===== src/rtl/rf_wr_if.sv =====
// Register-file write-port bundle: WB and LU request channels plus the registered
// register-file write port and the address-mux select.
interface rf_wr_if #(
  parameter int DATA_W = 32
);
  // A channel transfers when valid && ready are both high in the same cycle.
  // ready never rises without valid. At most one ready is high in any cycle.
  // valid may drop without a transfer.
  logic              wb_valid;
  logic [4:0]        wb_addr;
  logic [DATA_W-1:0] wb_data;
  logic              wb_ready;
  logic              lu_valid;
  logic [4:0]        lu_addr;
  logic [DATA_W-1:0] lu_data;
  logic              lu_ready;
  logic              rf_we;
  logic [4:0]        rf_waddr;
  logic [DATA_W-1:0] rf_wdata;
  logic              mux_sel;
  logic              lu_starved;

  modport master (
    output wb_valid, wb_addr, wb_data, lu_valid, lu_addr, lu_data,
    input  wb_ready, lu_ready, rf_we, rf_waddr, rf_wdata, mux_sel, lu_starved
  );

  modport slave (
    input  wb_valid, wb_addr, wb_data, lu_valid, lu_addr, lu_data,
    output wb_ready, lu_ready, rf_we, rf_waddr, rf_wdata, mux_sel, lu_starved
  );
endinterface


===== src/rtl/rf_wr_arbiter.sv =====
// Two-requester register-file write-port arbiter (WB priority, $0 writes absorbed).
// Define RF_ARB_STARVE_EN to build the LU starvation counter and priority override.
module rf_wr_arbiter #(
  parameter int DATA_W       = 32,
  parameter int STARVE_LIMIT = 4
) (
  input  logic       clk,
  input  logic       rst,
  rf_wr_if.slave     bus,
  output logic [1:0] state_dbg
);

  typedef enum logic [1:0] {
    IDLE  = 2'd0,
    WR_WB = 2'd1,
    WR_LU = 2'd2
  } state_t;

  state_t state;
  logic   starve;
  logic   wb_xfer;
  logic   lu_xfer;

`ifdef RF_ARB_STARVE_EN
  localparam logic [3:0] LIMIT = 4'(STARVE_LIMIT);
  logic [3:0] scnt;
  assign starve = !rst && bus.lu_valid && (scnt == LIMIT);
`else
  // STARVE_LIMIT has no effect in strict-priority builds.
  logic [3:0] starve_limit_unused;
  assign starve_limit_unused = 4'(STARVE_LIMIT);
  assign starve = 1'b0;
`endif

  assign bus.wb_ready   = !rst && bus.wb_valid && !starve;
  assign bus.lu_ready   = !rst && bus.lu_valid && (!bus.wb_valid || starve);
  assign bus.lu_starved = starve;

  assign wb_xfer = bus.wb_valid && bus.wb_ready;
  assign lu_xfer = bus.lu_valid && bus.lu_ready;

  assign state_dbg = state;

  always_ff @(posedge clk) begin
    if (rst) begin
      state        <= IDLE;
      bus.rf_we    <= 1'b0;
      bus.rf_waddr <= 5'd0;
      bus.rf_wdata <= '0;
      bus.mux_sel  <= 1'b0;
`ifdef RF_ARB_STARVE_EN
      scnt         <= 4'd0;
`endif
    end else begin
      // A $0 transfer is still a grant; only the write enable is suppressed.
      if (wb_xfer) begin
        state        <= WR_WB;
        bus.rf_we    <= (bus.wb_addr != 5'd0);
        bus.rf_waddr <= bus.wb_addr;
        bus.rf_wdata <= bus.wb_data;
        bus.mux_sel  <= 1'b0;
      end else if (lu_xfer) begin
        state        <= WR_LU;
        bus.rf_we    <= (bus.lu_addr != 5'd0);
        bus.rf_waddr <= bus.lu_addr;
        bus.rf_wdata <= bus.lu_data;
        bus.mux_sel  <= 1'b1;
      end else begin
        state        <= IDLE;
        bus.rf_we    <= 1'b0;
      end
`ifdef RF_ARB_STARVE_EN
      if (!bus.lu_valid || lu_xfer) begin
        scnt <= 4'd0;
      end else if (scnt < LIMIT) begin
        scnt <= scnt + 4'd1;
      end
`endif
    end
  end

endmodule


===== src/flat_wrapper.sv =====
// flat-port wrapper written by rule: the top's interface ports become plain ports
module rf_wr_arbiter_flat 
#(
  parameter int DATA_W       = 32,
  parameter int STARVE_LIMIT = 4
)
  (clk, rst, state_dbg, bus_wb_valid, bus_wb_addr, bus_wb_data, bus_lu_valid, bus_lu_addr, bus_lu_data, bus_wb_ready, bus_lu_ready, bus_rf_we, bus_rf_waddr, bus_rf_wdata, bus_mux_sel, bus_lu_starved);
  rf_wr_if #(.DATA_W(DATA_W)) bus_i ();
  input  logic clk;
  input  logic rst;
  output logic [1:0] state_dbg;
  input wire logic [$bits(bus_i.wb_valid)-1:0] bus_wb_valid;
  input wire logic [$bits(bus_i.wb_addr)-1:0] bus_wb_addr;
  input wire logic [$bits(bus_i.wb_data)-1:0] bus_wb_data;
  input wire logic [$bits(bus_i.lu_valid)-1:0] bus_lu_valid;
  input wire logic [$bits(bus_i.lu_addr)-1:0] bus_lu_addr;
  input wire logic [$bits(bus_i.lu_data)-1:0] bus_lu_data;
  output wire logic [$bits(bus_i.wb_ready)-1:0] bus_wb_ready;
  output wire logic [$bits(bus_i.lu_ready)-1:0] bus_lu_ready;
  output wire logic [$bits(bus_i.rf_we)-1:0] bus_rf_we;
  output wire logic [$bits(bus_i.rf_waddr)-1:0] bus_rf_waddr;
  output wire logic [$bits(bus_i.rf_wdata)-1:0] bus_rf_wdata;
  output wire logic [$bits(bus_i.mux_sel)-1:0] bus_mux_sel;
  output wire logic [$bits(bus_i.lu_starved)-1:0] bus_lu_starved;
  assign bus_i.wb_valid = bus_wb_valid;
  assign bus_i.wb_addr = bus_wb_addr;
  assign bus_i.wb_data = bus_wb_data;
  assign bus_i.lu_valid = bus_lu_valid;
  assign bus_i.lu_addr = bus_lu_addr;
  assign bus_i.lu_data = bus_lu_data;
  assign bus_wb_ready = bus_i.wb_ready;
  assign bus_lu_ready = bus_i.lu_ready;
  assign bus_rf_we = bus_i.rf_we;
  assign bus_rf_waddr = bus_i.rf_waddr;
  assign bus_rf_wdata = bus_i.rf_wdata;
  assign bus_mux_sel = bus_i.mux_sel;
  assign bus_lu_starved = bus_i.lu_starved;
  rf_wr_arbiter #(.DATA_W(DATA_W), .STARVE_LIMIT(STARVE_LIMIT)) u_core (.clk(clk), .rst(rst), .bus(bus_i), .state_dbg(state_dbg));
endmodule

===== config.mk =====
export PLATFORM = sky130hd
export DESIGN_NAME = rf_wr_arbiter_flat
export DESIGN_NICKNAME = d
export VERILOG_FILES = /design/src/rtl/rf_wr_if.sv /design/src/rtl/rf_wr_arbiter.sv /design/src/flat_wrapper.sv
export SDC_FILE = /design/constraint.sdc
export NUM_CORES = 1
export LEC_CHECK = 0
export CAP_MARGIN = 20
export CORE_MARGIN = 3
export CORE_UTILIZATION = 39
export CTS_BUF_LIST = sky130_fd_sc_hd__clkbuf_16
export CTS_CLUSTER_SIZE = 8
export DETAILED_ROUTE_END_ITERATION = 10
export PLACE_DENSITY_LB_ADDON = 0.1
export SYNTH_ARGS = -nofsm -noshare
export SYNTH_HDL_FRONTEND = slang
export SYNTH_SLANG_ARGS = --single-unit

===== constraint.sdc =====
create_clock -name clk -period 1.95 [get_ports clk]
set_input_delay 0.39 -clock clk [delete_from_list [all_inputs] [get_ports clk]]
set_output_delay 0.39 -clock clk [all_outputs]
set_load 0.005 [all_outputs]

==> results of run 1 <==
-- flip-flops by register name (all words and copies together), names as in the netlist --
register             cells
u_core.state_dbg         2
u_core.bus.rf_waddr      5
u_core.bus.rf_we         1
u_core.bus.rf_wdata     32
u_core.bus.mux_sel       1
-- critical path, delay by kind of cell --
family                 cells  cell delay (ns)
and+or+nand+nor            1             0.16
buffers and inverters      2             0.68
-- cells by family after synthesis --
group,after synthesis,synth area share [%]
mux,74,40.9
simple gates,46,10.3
flops,41,42.7
buf+inv,15,5.40
compound gates,2,0.520
other cells,1,0.195
-- routing by layer --
layer / track usage (%) / part of all wire [%]
met1: 23.9 / 45
met2: 27.2 / 45
met3: 8.75 / 9.8
met4: 4.35 / 0.56
met5: 0 / 0
-- stage by stage --
stage               cells  cell area [um2]  hold slack, ns  TNS (ns)  total power, mW
global placement      357             3150           0.476   -0.0375             1.44
CTS                   366             3300           0.490         0             2.22
detailed placement    357             3150           0.478   -0.0902             1.45
finish                366             3300           0.486         0             2.18
global route          366             3300           0.550         0             2.30
floorplan             179             1920           0.484         0             1.15
-- final cells by class --
type	count	share of cell area (%)
multi-input combinational	123	30.3
clock inverter	3	0.341
clock buffer	5	3.79
sequential	41	24.9
timing repair buffer	129	38.2
tap	65	2.47
-- placed cells by master (no fill, tap or decap) --
master / Yosys / final
clkdlybuf4s50_1: 0 / 116
nand2_1: 1 / 1
mux2i_1: 37 / 37
mux2_2: 37 / 37
or4_1: 2 / 2
conb_1: 1 / 1
o21ai_1: 2 / 2
dfxtp_1: 41 / 41
dlygate4sd2_1: 0 / 1
nor2b_1: 2 / 2
buf_4: 4 / 9
nor2_1: 38 / 38
clkbuf_16: 0 / 5
nor3_1: 1 / 1
buf_2: 2 / 2
nor3b_1: 1 / 1
dlymetal6s2s_1: 0 / 1
nor3b_2: 1 / 1
inv_1: 0 / 3
-- report_power, final --
group / leakage, nW / total [mW] / switching [mW] / internal (mW)
logic: 0.991 / 0.505 / 0.154 / 0.351
registers: 0.340 / 0.924 / 0.0256 / 0.898
clock network: 0.0776 / 0.756 / 0.296 / 0.459
-- final timing paths --
path | endpoint | start | cells past startpoint | slack [ns]
setup / recovery | bus_wb_ready | rst | 3 | 0.34
hold / removal | u_core.bus.mux_sel$_SDFFE_PP0P_ | u_core.bus.mux_sel$_SDFFE_PP0P_ | 2 | 0.49
setup reg to reg | u_core.bus.rf_waddr[4]$_SDFFE_PP0P_ | u_core.bus.rf_waddr[4]$_SDFFE_PP0P_ | 3 | 1.07
hold reg to reg | u_core.bus.mux_sel$_SDFFE_PP0P_ | u_core.bus.mux_sel$_SDFFE_PP0P_ | 2 | 0.49
-- what timing repair did --
item | CTS | global route
gates cloned | 0 | 0
pin swaps | 1 | 0
setup endpoints to repair | 1 | 1
setup buffers | 1 | 0
gates resized for setup | 1 | 1
==> qor.yml, run 1 <==
clock_network:
  h-tree-depth: 2
  insertion_delay_ns: 0.27
  clock-sinks: 41
  clk_pin_slew_ns: 0.05
  clockBufferDepth: 2
  cts_tree: "yes"
  hold_buffers: 0
  clock-root-buffer: "clkbuf_16"
  cts_inserted_buffers: 5
floorplan:
  start_util_pct: 42.2
  rows: 24
  die_h_um: 76.2
  die_x_um: 76.2
  dieArea_mm2: 0.00581
  core_area_mm2: 0.00456
  io_pins: 122
finish:
  multi_input_area_um2: 1000
  drive_above_1_share_pct: 17.9
  regArea_um2: 821
  fillers: 382
  syn_to_final_growth_pct: 71.4
  utilization_pct: 72.3
  diodes: 0
  final_nets: 378
sta:
  setup_ws_ns: 0.335
  drv_slew: 0
  period_needed_ns: 1.61
  skew_ns: 0
  hold_violations: 0
  period_share_pct: 82.8
  rsz0062_at_grt: "no"
  setup_viol: 0
  fmax_ghz: 0.619
synthesis:
  ys_top_cells_by_count: "41 x dfxtp_1, 38 x nor2_1, 37 x mux2_2, 37 x mux2i_1, 5 x clkbuf_1"
  syn_inst: 179
  yosysUniqueCellTypes: 16
  synth-main-ff-cell: "dfxtp_1"
  synth_area_leader_cell: "dfxtp_1"
  postSynthAreaPerCell_um2: 10.8
  yosysSeqAreaShare_pct: 42.7
  yosysWarnings: 0
  synth-seq-cells: 41
  netlist_area_mm2: 0.00192
  syn_nets: 257
  synth_top_cell_area_share_pct: 42.7
  synth_most_common_cell: "dfxtp_1"
  async_flop_share_pct: 0
  synth_edf_count: 0
  synth_area_leaders: "dfxtp_1 43%, mux2_2 22%, mux2i_1 19%, nor2_1 7.4%, buf_6 2.3%"
detailed_routing:
  viasPerCell: 4.57
  route.detailed.drc: 0
  vias: 1672
  wire_per_inst_um: 13.8
  ant_nets: 0
  drt_iter0_markers: 75
  wl_um: 5040
  dr.pass1.iters: 4
place:
  globalplace.congestion: 0.681
  dp_slack_ns: -0.0902
  portBuffers: 120
  dp_hpwl_um: 3790
job:
  max_cap_violations: 0
global_route:
  grt_pass1_vias: 1737
  grt_max_degree: 24
  antenna_found_initial: 0
  grt_usage_pct: 18.3
  grt_pass1_wl_um: 8650
  grt_overflow: 0
worst_setup_path:
  max_stage_delay_ns: 0.52
  crit_fanout: 4
  crit_type: "input pin to output pin"
  cp-end-kind: "output pin"
  critPathSlowestCell: "clkdlybuf4s50_1"
  crit_chain: "dlymetal6s2s_1, nor2b_1, clkdlybuf4s50_1"
  critPathLaunchType: "input pin"
  required_ns: 1.56
  arrival_ns: 1.22
power:
  p_per_area_mw_per_mm2: 662
  ir_drop_uv: 447
  power_leakage_nw: 1.41
run_status:
  outcome: "complete, no violations"
worst_hold_path:
  hold_class: "flip-flop to flip-flop"
Note: power is estimated with default switching activity, not from simulation.
==> run 2: changes to the inputs <==
--- a/config.mk
+++ b/config.mk
@@ -7,7 +7,7 @@
 export LEC_CHECK = 0
 export CAP_MARGIN = 20
 export CORE_MARGIN = 3
-export CORE_UTILIZATION = 39
+export CORE_UTILIZATION = 36
 export CTS_BUF_LIST = sky130_fd_sc_hd__clkbuf_16
 export CTS_CLUSTER_SIZE = 8
 export DETAILED_ROUTE_END_ITERATION = 10
==> constraint.sdc (replaced) <==
create_clock -name clk -period 1.65 [get_ports clk]
set_input_delay 0.33 -clock clk [delete_from_list [all_inputs] [get_ports clk]]
set_output_delay 0.33 -clock clk [all_outputs]
set_load 0.005 [all_outputs]
==> qor.yml, run 2 (synthesis results as in run 1) <==
run_status:
  outcome: "complete, no violations"
clock_network:
  h-tree-depth: 2  # unchanged
  insertion_delay_ns: 0.27  # about the same
  clk_pin_slew_ns: 0.06  # about the same
  clockBufferDepth: 2  # unchanged
  cts_inserted_buffers: 5  # unchanged
  cts_tree: "yes"
  clock-sinks: 41  # unchanged
  clock-root-buffer: "clkbuf_16"
  hold_buffers: 0  # unchanged
finish:
  final_nets: 378  # unchanged
  drive_above_1_share_pct: 18.0  # +0.060 points
  most-common-layout-cells: "116 x clkdlybuf4s50_1, 41 x dfxtp_1, 38 x nor2_1, 37 x mux2_2, 37 x mux2i_1"
  utilization_pct: 66.6  # -5.6 points
  fillers: 438  # +15%
  design_area_mm2: 0.00329  # -0.15%
  syn_to_final_growth_pct: 71.1
  layout_commonest_cell: "clkdlybuf4s50_1"
  largest_register_ffs: 32  # unchanged
  top_register: "u_core.bus.rf_wdata"
  diodes: 0  # unchanged
detailed_routing:
  ant_nets: 0  # unchanged
  dr.pass1.iters: 4  # unchanged
  drt_iter0_markers: 46  # -39%
  viasPerCell: 4.64  # +1.6%
  route.detailed.drc: 0  # unchanged
  wl_um: 5150  # +2.1%
  vias: 1703  # +1.9%
  wire_per_inst_um: 14.0  # +1.9%
worst_setup_path:
  crit_type: "input pin to output pin"
  max_stage_delay_ns: 0.45  # -0.07 ns
  worstRegToRegCells: 3  # unchanged
  reg2reg_to: "u_core.bus.rf_wdata[1]$_SDFFE_PP0P_"
  arrival_ns: 1.23  # about the same
  crit_chain: "clkdlybuf4s50_1, nor3b_2, dlygate4sd2_1"
  rrSetupSlack_ns: 0.75  # -0.32 ns
  crit_family: "buffers and inverters"
  required_ns: 1.32  # -0.24 ns
  timing.rr.start: "u_core.bus.rf_wdata[1]$_SDFFE_PP0P_"
  crit_fanout: 3  # -1
  critPathSlowestCell: "clkdlybuf4s50_1"
  critPathLaunchType: "input pin"
  critPathBufInv: 2  # unchanged
  cp-end-kind: "output pin"
sta:
  period_needed_ns: 1.56
  hold_violations: 0  # unchanged
  setup_viol: 0  # unchanged
  skew_ns: 0  # unchanged
  hold_ws_ns: 0.506  # +0.0198 ns
  drv_slew: 0  # unchanged
  fmax_ghz: 0.640
  period_share_pct: 94.7
  rsz0062_at_grt: "no"
  fin_setup_tns_ns: 0  # unchanged
floorplan:
  dieArea_mm2: 0.00626  # +7.7%
  die_x_um: 79.1  # +3.8%
  die_h_um: 79.1  # +3.8%
  start_util_pct: 38.9  # -3.2 points
  io_pins: 122  # unchanged
  core_area_mm2: 0.00494  # +8.3%
  rows: 25  # +4.2%
global_route:
  grt_overflow: 0  # unchanged
  antenna_found_initial: 0  # unchanged
  grt_max_degree: 41  # +71%
  grt_pass1_vias: 1715  # -1.3%
  grt_usage_pct: 16.5  # -1.8 points
  grt_pass1_wl_um: 8160  # -5.7%
power:
  power_leakage_nw: 1.39  # -1.0%
  p_per_area_mw_per_mm2: 782  # +18%
  ir_drop_uv: 666  # +49%
worst_hold_path:
  hold-path-cell-count: 2  # unchanged
  min-delay-start: "u_core.bus.mux_sel$_SDFFE_PP0P_"
  hold_class: "flip-flop to flip-flop"
  worstHoldEndpoint: "u_core.bus.mux_sel$_SDFFE_PP0P_"
place:
  globalplace.congestion: 0.706  # +3.7%
  portBuffers: 120  # unchanged
  dp_hpwl_um: 3800  # +0.27%
  placed_area_mm2: 0.00315  # -0.16%
job:
  max_cap_violations: 0  # unchanged
==> run 2: cell count changes in the layout (fill, tap and decap cells not counted) <==
cell            previous run  this run
inv_1                      3         1
clkinv_1                   0         1
dlygate4sd2_1              1         2
dlymetal6s2s_1             1         0
==> run 2: layout make-up <==
cell class,count,area (um2),area share (%)
well taps,67,83.8,2.55
repair buffers,129,1260,38.1
multi-input cells,123,1000,30.4
clock buffers,5,125,3.80
clock inverters,2,7.51,0.228
flip-flops and latches,41,821,24.9
==> run 2: layer usage <==
metal / part of all wire, % / up-vias / global-route usage (%) / wire length [um]
li1: - / 855 / - / -
met1: 44 / 768 / 20.4 / 2250
met2: 45 / 76 / 26.9 / 2310
met3: 11 / 4 / 6.46 / 562
met4: 0.56 / 0 / 4.12 / 29
met5: 0 / - / 0 / 0
==> run 2: worst register-to-register path, stage by stage, from the launching register on <==
cell and delay [ns]:
dfxtp_1 0.31, mux2_2 0.26, mux2i_1 0.15, nor2_1 0.05
==> run 2: timing repair <==
| action | in CTS | in global routing |
|---|---|---|
| buffers inserted | 2 | 0 |
| setup endpoints to repair | 2 | 0 |
| gates resized for setup | 2 | 0 |
| endpoints found under the hold margin | 0 | 0 |
==> run 2: worst max path at each step <==
| stage | from | end | depth (start not counted) |
|---|---|---|---|
| floorplan | bus_lu_addr[2] | u_core.bus.rf_we$_SDFF_PP0_ | 3 |
| global placement | rst | bus_lu_ready | 3 |
| detailed placement | rst | bus_lu_ready | 3 |
| CTS | rst | bus_lu_ready | 3 |
| global route | rst | bus_lu_ready | 3 |
| finish | rst | bus_lu_ready | 3 |
==> run 2: report_power, final <==
| part | switching, mW | internal, mW |
|---|---|---|
| combinational | 0.184 | 0.414 |
| clock | 0.347 | 0.540 |
| sequential | 0.0303 | 1.06 |
| total | 0.561 | 2.02 |
==> run 2: metrics by stage <==
stage          power, mW  setup WS (ns)  instances
4_1_cts             2.61         0.0884        367
5_1_grt             2.71         0.0405        367
3_5_place_dp        1.71         -0.233        358
2_1_floorplan       1.36          0.533        179
6_report            2.58         0.0879        367
3_3_place_gp        1.71         -0.193        358
